$ cat src/rtl/router_pkg.sv
// Shared router constants and helpers, common to the FIFO, FSM and sync blocks.
package router_pkg;

  localparam int unsigned ROUTER_MAX_CH      = 16;
  localparam int unsigned ROUTER_DEF_TIMEOUT = 30;

  // Address width for n channels; a single channel still needs one bit.
  function automatic int unsigned clog2_min1(input int unsigned n);
    return (n <= 2) ? 1 : $clog2(n);
  endfunction

endpackage

$ cat src/rtl/router_sync_timer.sv
// Per-channel idle timer: pulses soft_reset after TIMEOUT unread cycles with data pending.
module router_sync_timer #(
  parameter int unsigned TIMEOUT = 30,
  parameter int unsigned CNT_W   = $clog2(TIMEOUT)
) (
  input  logic clock,
  input  logic reset,
  input  logic vld,
  input  logic rd,
  output logic soft_reset,
  output logic tmo_evt
);

  logic [CNT_W-1:0] cnt_q;
  logic             soft_q;

  // True on the edge that will raise soft_reset; feeds the sticky status in the top.
  assign tmo_evt    = vld && !rd && (cnt_q == CNT_W'(TIMEOUT - 1));
  assign soft_reset = soft_q;

  always_ff @(posedge clock) begin
    if (reset) begin
      cnt_q  <= '0;
      soft_q <= 1'b0;
    end else if (!vld || rd) begin
      cnt_q  <= '0;
      soft_q <= 1'b0;
    end else if (tmo_evt) begin
      cnt_q  <= '0;
      soft_q <= 1'b1;
    end else begin
      cnt_q  <= cnt_q + 1'b1;
      soft_q <= 1'b0;
    end
  end

endmodule

$ cat src/rtl/router_sync_nch.sv
// Router synchroniser for NUM_CH output FIFOs: address latch, write steering,
// full-flag mux, valid-out and per-channel idle timeout with sticky status.
module router_sync_nch
  import router_pkg::*;
#(
  parameter int unsigned NUM_CH  = 3,
  parameter int unsigned DATA_W  = 8,
  parameter int unsigned TIMEOUT = ROUTER_DEF_TIMEOUT
) (
  input  logic              clock,
  input  logic              reset,
  input  logic              detect_add,
  input  logic [DATA_W-1:0] data_in,
  input  logic              write_enb_reg,
  input  logic [NUM_CH-1:0] full,
  input  logic [NUM_CH-1:0] empty,
  input  logic [NUM_CH-1:0] read_enb,
  input  logic              clr_status,
  output logic [NUM_CH-1:0] write_enb,
  output logic              fifo_full,
  output logic [NUM_CH-1:0] vld_out,
  output logic [NUM_CH-1:0] soft_reset,
  output logic              addr_err,
  output logic [NUM_CH-1:0] timeout_flag
);

  localparam int unsigned ADDR_W = clog2_min1(NUM_CH);
  localparam int unsigned CNT_W  = $clog2(TIMEOUT);

  logic [ADDR_W-1:0] addr_q;
  logic              addr_err_q;
  logic [NUM_CH-1:0] flag_q;
  logic [NUM_CH-1:0] tmo_evt;
  logic              unused_data;

  assign unused_data = ^data_in;

  always_ff @(posedge clock) begin
    if (reset) begin
      addr_q     <= '0;
      addr_err_q <= 1'b0;
    end else if (detect_add) begin
      addr_q     <= data_in[ADDR_W-1:0];
      addr_err_q <= (32'(data_in[ADDR_W-1:0]) >= NUM_CH);
    end else begin
      addr_err_q <= 1'b0;
    end
  end

  // Only addresses below NUM_CH ever match, so an invalid address steers nowhere.
  always_comb begin
    write_enb = '0;
    fifo_full = 1'b0;
    for (int i = 0; i < NUM_CH; i++) begin
      if (addr_q == ADDR_W'(i)) begin
        write_enb[i] = write_enb_reg;
        fifo_full    = full[i];
      end
    end
  end

  assign vld_out  = ~empty;
  assign addr_err = addr_err_q;

  // A timeout on the same edge as clr_status keeps its bit set.
  always_ff @(posedge clock) begin
    if (reset) begin
      flag_q <= '0;
    end else begin
      flag_q <= (clr_status ? '0 : flag_q) | tmo_evt;
    end
  end

  assign timeout_flag = flag_q;

  for (genvar g = 0; g < NUM_CH; g++) begin : g_timer
    router_sync_timer #(
      .TIMEOUT (TIMEOUT),
      .CNT_W   (CNT_W)
    ) u_timer (
      .clock      (clock),
      .reset      (reset),
      .vld        (~empty[g]),
      .rd         (read_enb[g]),
      .soft_reset (soft_reset[g]),
      .tmo_evt    (tmo_evt[g])
    );
  end

endmodule
$ cat config.mk
export PLATFORM = sky130hd
export DESIGN_NAME = router_sync_nch
export DESIGN_NICKNAME = d
export VERILOG_FILES = /design/src/rtl/router_pkg.sv /design/src/rtl/router_sync_timer.sv /design/src/rtl/router_sync_nch.sv
export SDC_FILE = /design/constraint.sdc
export NUM_CORES = 1
export LEC_CHECK = 0
export ABC_AREA = 0
export BUFFER_PORTS_ARGS = -buffer_cell sky130_fd_sc_hd__buf_2
export CORE_MARGIN = 5
export CORE_UTILIZATION = 50
export CTS_BUF_LIST = sky130_fd_sc_hd__clkbuf_16
export DETAILED_ROUTE_END_ITERATION = 8
export PLACE_DENSITY = 0.9
export SLEW_MARGIN = 10
export SYNTH_ARGS = -nofsm -noshare
export SYNTH_HDL_FRONTEND = slang
export SYNTH_HIERARCHICAL = 1
export SYNTH_SLANG_ARGS = --single-unit
export TNS_END_PERCENT = 30
$ cat constraint.sdc
create_clock -name clock -period 1.8 [get_ports clock]
set_input_delay 0.45 -clock clock [delete_from_list [all_inputs] [get_ports clock]]
set_output_delay 0.45 -clock clock [all_outputs]
set_load 0.01 [all_outputs]
==> impl_metrics.yaml <==
outcome:
  status: "finished, final reports clean"
critical_path:
  reg2reg_from: "g_timer[2].u_timer/cnt_q[0]"
  startpoint_type: "register"
  worstReg2RegEnd: "timeout_flag[2]"
  worst_setup_path_end_kind: "output pin"
  critical_path_peak_fanout: 6
  regToRegSetupSlack_ps: 640
  worstPathRequired_ps: 1350
  crit_type: "reg2out"
  r2r.worst_path.cells: 5
  data_arrival_time_of_the_worst_path_ps: 1110
synthesis:
  ys_top_cells_by_area: "dfxtp_1, ha_1, nor3b_2, nor2_1, xor2_1"
  syn_nets: 130
  synthesis.yosys.warnings: 6
  synth_async_sr_flop_share_pct: 0
  synth_seq_area_share_pct: 46.9
  most_numerous_cell_in_the_yosys_netlist: "dfxtp_1"
  post_synth_instance_area_sq_um: 1020
  dominantRegCellSynth: "dfxtp_1"
  synth_commonest_cells: "dfxtp_1, nor2_1, inv_1"
  synthCells: 102
  synthDominantAreaCellType: "dfxtp_1"
  synth_largest_type_area_fraction_pct: 46.9
  synthesized_area_per_cell_sq_um: 10.0
  number_of_enable_flip_flop_cells_after_synthesis: 0
  netlist-cell-type-count: 19
  synth.ff_latch_count: 24
die:
  dieArea_sq_um: 3050
  chipHeight_microns: 55.3
  die_width_microns: 55.3
  io_pins: 36
  initial_util_pct: 52.2
  core.rowCount: 16
  core_sq_um: 1960
clocking:
  number_of_sinks_on_the_clock_net: 24
  postCtsSetupRepairBufs: 0
  number_of_hold_buffers_added_after_cts: 0
  clock_tree.buffer_depth: 2
  path_clk_slew_ps: 60
  tritoncts.num_buffers: 3
  cts_tree: "built"
  post_cts.resized_instances: 0
  cts_max_level: 1
  cts.root.buffer_cell: "clkbuf_16"
  clkLatencyLatePin_ps: 260
place:
  place_area_sq_um: 1200
  place.gp.congestion: 0.789
  place_hpwl_mm: 1.53
  numPortBuffers: 29
run:
  max_cap_violations: 0
sta:
  post-route-period-util_pct: 86.4
  relSlewSlack_pct: 86.6
  worst_clock_skew_ps: 5.10
  final_max_slew_viol_count: 0
  setup_tns_ps: 0
  finalHoldWorstSlack_ps: 450
  grt_setup_unrepaired: "false"
  tightest_slew_ps: 201
  hold_viol_final: 0
  timing.final.crit_period_ps: 1560
  maxClockFrequency_mhz: 643
  setup_viol_count_final: 0
global_route:
  grt.total_usage_pct: 14.8
  initial_antenna_violation_count: 0
  grt_start_max_net_pins: 15
  via_count_of_the_first_global_routing_pass: 888
  first_pass_grt_wire_length_mm: 3.67
  grt.overflow.total: 0
routing:
  dr.first_iter.drc_count: 7
  routed_wirelength_mm: 2.01
  routed_wire_length_per_instance_microns: 12.4
  routed_via_density: 4.72
  route.antenna.remaining_nets: 0
  remaining_drcs: 0
  detailroute.via_count: 764
  detailedRoute.firstPassIterationCount: 4
worst_hold_path:
  worstHoldEndpoint: "addr_q[1]"
  holdPathStages: 3
  worst_hold_path_type: "in2reg"
  hold_start: "data_in[1]"
power_and_ir_drop:
  total_chip_power_uw: 1250
  power.density_cell_area_nw_per_um2: 952
  p_leak_uw: 0.000583
  ir_drop_mv: 0.733
layout:
  postLayoutCellArea_sq_um: 1310
  area_growth_syn_to_layout_pct: 27.7
  final_net_count: 164
  antenna_cells_inserted: 0
  post_route_cells_drive_above_1_share_pct: 34.8
## worst max path at each step
stage | start | to | slack [ps] | depth (start not counted)
2_1_floorplan | write_enb_reg | write_enb[0] | 590 | 1
3_3_place_gp | write_enb_reg | write_enb[2] | 470 | 3
3_5_place_dp | full[2] | fifo_full | 440 | 4
4_1_cts | addr_q[1] | fifo_full | 240 | 3
5_1_grt | addr_q[1] | fifo_full | 170 | 3
6_report | addr_q[1] | fifo_full | 240 | 3
## where the power goes
group / internal [uW] / switching (uW) / leakage [uW] / total [uW]
sequential: 538 / 7.12 / 0.000194 / 545
clock: 442 / 189 / 0.0000511 / 631
combinational: 35.8 / 34.7 / 0.000337 / 70.5
total: 1020 / 231 / 0.000583 / 1250
## metal layers
layer  wire length [microns]  global-route usage, %  up-vias
met2                    1030                   26.5       27
li1                        -                      -      398
met3                     172                   6.76        3
met5                       0                      0        -
met1                     782                   14.2      336
met4                      24                   7.29        0
## metrics by stage
stage	std cells	setup WS, ps	util, %
5_1_grt	162	175	66.7
3_5_place_dp	158	439	61.4
6_report	162	244	66.7
2_1_floorplan	102	594	-
3_3_place_gp	158	472	61.4
4_1_cts	162	235	66.7
## cell usage in the layout, fill, tap and decap left out, drive strengths merged, types with 3 or more instances in the layout
master   n
clkbuf   3
nor2b    3
ha       6
nand3    6
dfxtp   24
nor2    16
nand2    4
nand4    3
a21oi    4
nor3b    8
xnor2    3
xor2     6
buf     29
nand2b   4
inv      9
## cell type report
class	count	area [sq um]
fill	167	653
tap	27	33.8
sequential	24	480
clock buffer	3	75.1
timing repair buffer	29	145
inverter	9	33.8
multi-input combinational	69	510
clock inverter	1	30.0
## kinds of logic (layout without fill, tap and decap cells)
logic type | count (synthesis) | in the layout | synth area share (%)
muxes | 2 | 2 | 1.95
DFF | 24 | 24 | 46.9
and+or+nand+nor | 47 | 47 | 30.4
adders and majority gates | 6 | 6 | 7.33
buffers and inverters | 9 | 42 | 3.30
AOI/OAI and AO/OA | 5 | 5 | 2.44
xor gates and xnor gates | 9 | 9 | 7.69
## flip-flops by register name (all words and copies together) (netlist names)
name                        cells
addr_err                        1
timeout_flag                    3
addr_q                          2
g_timer.u_timer/soft_reset      3
g_timer.u_timer/cnt_q          15
## critical path, cell delays in order, from the launching register on
cell	delay, ps
dfxtp_1	420
mux2i_1	230
o21ai_1	70
buf_2	140
Power figures use the tool's default switching activity.
